File: config.mk
export PLATFORM = sky130hd
export DESIGN_NAME = vga_timing_gen
export DESIGN_NICKNAME = d
export VERILOG_FILES = /design/src/rtl/vga_timing_gen.sv
export SDC_FILE = /design/constraint.sdc
export NUM_CORES = 1
export LEC_CHECK = 0
export ABC_AREA = 1
export CAP_MARGIN = 20
export CORE_ASPECT_RATIO = 0.9
export CORE_MARGIN = 3
export CORE_UTILIZATION = 46
export DETAILED_ROUTE_END_ITERATION = 12
export PLACE_DENSITY = 0.79
export SLEW_MARGIN = 25
export SYNTH_ARGS = -nofsm -noshare
export SYNTH_HDL_FRONTEND = slang
export SYNTH_SLANG_ARGS = --single-unit
export TNS_END_PERCENT = 5
File: constraint.sdc
create_clock -name CLOCK_50 -period 1.47 [get_ports CLOCK_50]
set_input_delay 0.2205 -clock CLOCK_50 [delete_from_list [all_inputs] [get_ports CLOCK_50]]
set_output_delay 0.2205 -clock CLOCK_50 [all_outputs]
set_load 0.02 [all_outputs]
File: src/rtl/vga_timing_gen.sv
// Purpose : parametrised VGA timebase + linear framebuffer fetch, driving the board VGA DAC pins.
// Latency : RGB/sync/blank appear RD_LAT+1 pixel ticks after the tick that issued the read.
// Backpres: none; the framebuffer must return data a fixed RD_LAT pixel ticks after fb_rd.
//
// Ports:
//   CLOCK_50          system clock; the only clock in the block
//   reset             synchronous, active-high
//   fb_addr / fb_rd   framebuffer read address and per-pixel read strobe
//   fb_data           {R,G,B} pixel, COLOR_W bits per channel, valid RD_LAT ticks after fb_rd
//   frame_start       one-cycle pulse marking the first pixel tick of each frame
//   VGA_*             DAC clock, syncs, blank, sync-on-green and 8-bit colour channels
module vga_timing_gen #(
  parameter int PIX_DIV  = 2,
  parameter int H_ACTIVE = 640,
  parameter int H_FP     = 16,
  parameter int H_SYNC   = 96,
  parameter int H_BP     = 48,
  parameter int V_ACTIVE = 480,
  parameter int V_FP     = 10,
  parameter int V_SYNC   = 2,
  parameter int V_BP     = 33,
  parameter int HS_POL   = 0,
  parameter int VS_POL   = 0,
  parameter int COLOR_W  = 8,
  parameter int RD_LAT   = 2,
  parameter int ADDR_W   = 19
) (
  input  logic                   CLOCK_50,
  input  logic                   reset,
  output logic [ADDR_W-1:0]      fb_addr,
  output logic                   fb_rd,
  input  logic [3*COLOR_W-1:0]   fb_data,
  output logic                   frame_start,
  output logic                   VGA_CLK,
  output logic                   VGA_HS,
  output logic                   VGA_VS,
  output logic                   VGA_BLANK_N,
  output logic                   VGA_SYNC_N,
  output logic [7:0]             VGA_R,
  output logic [7:0]             VGA_G,
  output logic [7:0]             VGA_B
);

  localparam int H_TOTAL = H_ACTIVE + H_FP + H_SYNC + H_BP;
  localparam int V_TOTAL = V_ACTIVE + V_FP + V_SYNC + V_BP;
  // One extra bit of headroom so the sync-end bound fits even when the back porch is zero.
  localparam int HW = $clog2(H_TOTAL + 1);
  localparam int VW = $clog2(V_TOTAL + 1);
  localparam int DW = $clog2(PIX_DIV + 1);

  localparam logic [DW-1:0] DIV_LAST   = DW'(PIX_DIV - 1);
  localparam logic [DW-1:0] DIV_HALF   = DW'(PIX_DIV / 2);
  localparam logic [HW-1:0] H_LAST     = HW'(H_TOTAL - 1);
  localparam logic [HW-1:0] H_ACT      = HW'(H_ACTIVE);
  localparam logic [HW-1:0] H_ACT_LAST = HW'(H_ACTIVE - 1);
  localparam logic [HW-1:0] HS_BEG     = HW'(H_ACTIVE + H_FP);
  localparam logic [HW-1:0] HS_END     = HW'(H_ACTIVE + H_FP + H_SYNC);
  localparam logic [VW-1:0] V_LAST     = VW'(V_TOTAL - 1);
  localparam logic [VW-1:0] V_ACT      = VW'(V_ACTIVE);
  localparam logic [VW-1:0] V_ACT_LAST = VW'(V_ACTIVE - 1);
  localparam logic [VW-1:0] VS_BEG     = VW'(V_ACTIVE + V_FP);
  localparam logic [VW-1:0] VS_END     = VW'(V_ACTIVE + V_FP + V_SYNC);
  localparam logic          HS_ON      = (HS_POL != 0);
  localparam logic          VS_ON      = (VS_POL != 0);

  // Timebase state
  logic [DW-1:0]     div_q, div_d;
  logic [HW-1:0]     h_q, h_d;
  logic [VW-1:0]     v_q, v_d;
  logic [ADDR_W-1:0] addr_q, addr_d;

  // Output stage registers
  logic       frame_start_q;
  logic       vga_clk_q, vga_clk_d;
  logic       hs_q, vs_q, blank_n_q;
  logic [7:0] r_q, g_q, b_q;

  logic       pix_ce, h_wrap, v_wrap, last_px;
  logic       act_raw, hs_raw, vs_raw;
  logic       act_dly, hs_dly, vs_dly;
  logic [7:0] r8, g8, b8;

  always_comb begin
    pix_ce  = (div_q == DIV_LAST);
    h_wrap  = (h_q == H_LAST);
    v_wrap  = (v_q == V_LAST);
    act_raw = (h_q < H_ACT) && (v_q < V_ACT);
    hs_raw  = (h_q >= HS_BEG) && (h_q < HS_END);
    vs_raw  = (v_q >= VS_BEG) && (v_q < VS_END);
    last_px = (h_q == H_ACT_LAST) && (v_q == V_ACT_LAST);

    div_d  = pix_ce ? '0 : div_q + DW'(1);
    h_d    = h_q;
    v_d    = v_q;
    addr_d = addr_q;
    if (pix_ce) begin
      h_d = h_wrap ? '0 : h_q + HW'(1);
      if (h_wrap) begin
        v_d = v_wrap ? '0 : v_q + VW'(1);
      end
      // Address follows the raster incrementally; it returns to 0 straight after the
      // last visible pixel, so it idles at 0 through the vertical blanking interval.
      if (act_raw) begin
        addr_d = last_px ? '0 : addr_q + ADDR_W'(1);
      end
    end

    // DAC latches on the rising edge of VGA_CLK, roughly mid-pixel. With no divider there
    // is no mid-pixel point, so VGA_CLK is parked high.
    vga_clk_d = (PIX_DIV == 1) || (div_d >= DIV_HALF);

    // MSB-align each colour channel into 8 bits.
    r8 = 8'(fb_data[3*COLOR_W-1 -: COLOR_W]) << (8 - COLOR_W);
    g8 = 8'(fb_data[2*COLOR_W-1 -: COLOR_W]) << (8 - COLOR_W);
    b8 = 8'(fb_data[COLOR_W-1 -: COLOR_W])   << (8 - COLOR_W);
  end

  // Sync/blank delay line, matched to the framebuffer read latency.
  generate
    if (RD_LAT == 0) begin : g_nodly
      always_comb begin
        act_dly = act_raw;
        hs_dly  = hs_raw;
        vs_dly  = vs_raw;
      end
    end else begin : g_dly
      logic [RD_LAT-1:0] act_pipe_q, hs_pipe_q, vs_pipe_q;

      always_ff @(posedge CLOCK_50) begin
        if (reset) begin
          act_pipe_q <= '0;
          hs_pipe_q  <= '0;
          vs_pipe_q  <= '0;
        end else if (pix_ce) begin
          act_pipe_q[0] <= act_raw;
          hs_pipe_q[0]  <= hs_raw;
          vs_pipe_q[0]  <= vs_raw;
          for (int i = 1; i < RD_LAT; i++) begin
            act_pipe_q[i] <= act_pipe_q[i-1];
            hs_pipe_q[i]  <= hs_pipe_q[i-1];
            vs_pipe_q[i]  <= vs_pipe_q[i-1];
          end
        end
      end

      always_comb begin
        act_dly = act_pipe_q[RD_LAT-1];
        hs_dly  = hs_pipe_q[RD_LAT-1];
        vs_dly  = vs_pipe_q[RD_LAT-1];
      end
    end
  endgenerate

  always_ff @(posedge CLOCK_50) begin
    if (reset) begin
      div_q         <= '0;
      h_q           <= '0;
      v_q           <= '0;
      addr_q        <= '0;
      frame_start_q <= 1'b0;
      vga_clk_q     <= 1'b0;
      hs_q          <= ~HS_ON;
      vs_q          <= ~VS_ON;
      blank_n_q     <= 1'b0;
      r_q           <= 8'h00;
      g_q           <= 8'h00;
      b_q           <= 8'h00;
    end else begin
      div_q         <= div_d;
      h_q           <= h_d;
      v_q           <= v_d;
      addr_q        <= addr_d;
      // Registered, so the pulse trails the (h=0,v=0) pixel tick by one CLOCK_50.
      frame_start_q <= pix_ce && (h_q == '0) && (v_q == '0);
      vga_clk_q     <= vga_clk_d;
      // Output stage moves only on pixel ticks so syncs, blank and colour change together.
      if (pix_ce) begin
        hs_q      <= hs_dly ? HS_ON : ~HS_ON;
        vs_q      <= vs_dly ? VS_ON : ~VS_ON;
        blank_n_q <= act_dly;
        r_q       <= act_dly ? r8 : 8'h00;
        g_q       <= act_dly ? g8 : 8'h00;
        b_q       <= act_dly ? b8 : 8'h00;
      end
    end
  end

  assign fb_addr     = addr_q;
  assign fb_rd       = pix_ce & act_raw;
  assign frame_start = frame_start_q;
  assign VGA_CLK     = vga_clk_q;
  assign VGA_HS      = hs_q;
  assign VGA_VS      = vs_q;
  assign VGA_BLANK_N = blank_n_q;
  assign VGA_SYNC_N  = 1'b0;
  assign VGA_R       = r_q;
  assign VGA_G       = g_q;
  assign VGA_B       = b_q;

endmodule

==> flow_summary.toml <==
[status]
outcome = "finished, violations left"
failed_checks = "negative setup slack"

[yosys]
synth-xor-area-share_pct = 2.50
syn_area_sq_mm = 0.00351
synth_cell_types = 29
synthCells = 508
yosysWarnings = 0
ys_ff_latch = 76
async_flop_share_pct = 0
synth.yosys.seq_area_share_pct = 43.4
ys.flop_type = "dfxtp_1"
synth_top_family_by_area = "simple AND/OR/NAND/NOR gates"
synth_fa_ha_area_share_pct = 1.78
synth_area_per_cell_sq_um = 6.90
muxShareOfSynthArea_pct = 0
synth_edf_count = 0
synth_compound_area_share_pct = 7.99
synth_fp_nets = 539
synthSimpleGateAreaFrac_pct = 35.6

[critical_path]
r2r_end = "h_q[8]"
worstPathArrival_ns = 1.79
cp_cell_sequence = "ha_4 > nand3_2 > buf_4 > nor2_4 > nand2_2 > nor2_4 > a21oi_1 > nor3_2"
crit_required_ns = 1.72
cp_slowest_stage_delay_ns = 0.36
start_kind = "flip-flop"
r2r_slack_ns = -0.07
crit_fanout = 3
cpMaxStageDelayCell = "dfxtp_2"
regToRegStartpoint = "h_q[0]"
rr_worst_depth = 8
critPathCaptureType = "flip-flop"
crit_path_frequent_cell = "nor2_4"
critPathKind = "reg2reg"

[place]
placedCellCount = 702
pre_cts_slack_ns = -0.107
gp_congestion = 0.930
portBuffers = 74
place_hpwl_microns = 6610

[routing]
vias = 3544
wl_microns = 8990
drtPass1Iterations = 6
drc = 0
dr.first_iter.drc_count = 203
vias_per_cell = 4.92
wl_per_cell_microns = 12.5
ant_nets = 0

[clock_tree]
cts-root-buf = "clkbuf_8"
cts_sinks = 76
numCtsBuffers = 9
clk_latency_ns = 0.35
h-tree-depth = 3
cts_max_path_buffers = 2
clkTransAtPathRegs_ns = 0.08
hold_buffers = 0
cts_tree = "yes"

[layout]
multi_input_area_sq_mm = 0.00177
final_cell_mix = "nand2_1 (142), nor2_1 (76), dfxtp_1 (66), dlygate4sd2_1 (48), inv_1 (46)"
fillers = 626
final_util_pct = 68.1
mostFrequentLayoutCell = "nand2_1"
syn2layout_area_growth_pct = 40.2
drive_gt1_share_pct = 17.4
nNetsFinal = 653
n_antenna_cell = 0
finalNonFillerCells = 720
regArea_sq_mm = 0.00153

[power]
ir_worst_vdd_mv = 0.536
clkPwrFrac_pct = 42.2
comb_power_share_pct = 9.0
p_seq_share_pct = 48.8
power_density_mw_per_mm2 = 887
p_leak_nw = 2.18
intPower_w = 0.00333
switching_share_pct = 23.5
switchingPower_w = 0.00103

[grt]
overflow = 0
grt_pass1_wl_microns = 14700
grt_pass1_vias = 3315
grt_usage_pct = 20.7
grt_max_degree = 41
antenna_found_initial = 0

[worst_hold_path]
hp-class = "in2reg"
worstHoldStart = "fb_data[12]"
hold_depth = 3
min_to = "VGA_G[4]"

[die]
die_y_microns = 88.8
rows = 29
die_w_microns = 98.0
pin_count = 76
die_area_sq_mm = 0.00871
core_sq_mm = 0.00722
start_util_pct = 48.6

[run]
drv_cap = 0

[sta]
rsz0062_at_grt = "true"
drv_slew = 0
finalHoldViolCount = 0
period_minus_slack_ns = 1.54
final.setup.worst_slack_ns = -0.0737
fin_skew_ns = 0.0104
fmax_mhz = 648
finalSetupViolCount = 1
finalCritPeriodShare_pct = 105
-- area by class of cell --
type	instances	area share [%]
well taps	93	2.37
multi-input cells	361	35.9
repair buffers	120	21.4
inverters	54	4.28
flip-flops and latches	76	31.2
clock buffers	11	3.08
clock inverters	5	1.71
-- worst max-delay path: cells and delay by family (launching register included) --
family,cells,cell delay (ns)
compound gates,1,0.08
flops,1,0.36
simple gates,5,0.68
buf+inv,1,0.18
fa+ha+maj,1,0.16
-- power by group through the flow --
stage                     Combinational, W  Clock (W)  Sequential [W]
after global routing              0.000429    0.00196         0.00213
after CTS                         0.000379    0.00187         0.00213
after detailed placement          0.000397          0         0.00217
after global placement            0.000392          0         0.00217
after floorplan                   0.000162          0         0.00221
final                             0.000391    0.00184         0.00213
-- cell usage after synthesis (all sizes together) (6+ instances only) --
library cell  instances  area share (%)
a21oi                36             5.1
buf                   8             1.9
clkbuf                9            0.96
dfxtp                76              43
inv                  53             5.7
nand2               148              16
nand3                30             4.9
nand4                11             2.0
nor2                 87              10
nor3                  9             1.3
o21ai                13             1.9
xor2                  6             1.5
-- how the worst max path moves through the flow --
stage / start / to / depth (start not counted)
2_1_floorplan: fb_addr[0] / fb_addr[16] / 8
3_3_place_gp: h_q[0] / h_q[8] / 8
3_5_place_dp: h_q[1] / h_q[8] / 8
4_1_cts: h_q[8] / fb_rd / 5
5_1_grt: h_q[0] / h_q[8] / 8
6_report: h_q[0] / h_q[8] / 8
-- registers in the layout, summed over array words and instances, names as in the netlist --
register,count
g_dly.act_pipe_q,2
VGA_VS,1
g_dly.hs_pipe_q,2
VGA_CLK,1
h_q,10
VGA_R,8
VGA_B,8
VGA_HS,1
frame_start,1
VGA_BLANK_N,1
div_q,2
g_dly.vs_pipe_q,2
VGA_G,8
fb_addr,19
v_q,10
-- per-stage QoR --
| stage | total power (W) | hold WS, ns | area [sq um] | setup TNS (ns) |
|---|---|---|---|---|
| finish | 0.00436 | 0.425 | 4910 | -0.0737 |
| global route | 0.00452 | 0.422 | 4910 | -1.27 |
| CTS | 0.00438 | 0.411 | 4820 | -0.909 |
| detailed placement | 0.00257 | 0.455 | 4610 | -0.665 |
| global placement | 0.00256 | 0.435 | 4610 | -0.108 |
| floorplan | 0.00237 | 0.363 | 3510 | -0.000125 |
-- per-layer routing --
metal  routed length (microns)  GRT usage (%)  vias up
met2                      4170           34.7      104
li1                          -              -     1822
met5                         0              0        -
met3                       658           6.54       10
met4                        84           4.53        0
met1                      4080           26.5     1608
-- timing repair --
action,4_1_cts,5_1_grt
pin swaps,0,5
endpoints found under the setup margin,76,32
cloned,0,0
resized for setup,56,31
buffers inserted,0,2
-- logic make-up (layout without fill, tap and decap cells) --
logic type	count (synthesis)	after routing
xor gates and xnor gates	10	10
buffers and inverters	71	190
adders and majority gates	5	5
AOI/OAI and AO/OA	53	53
DFF	76	76
and+or+nand+nor	292	292
other	1	1
(Power assumes the default switching activity.)
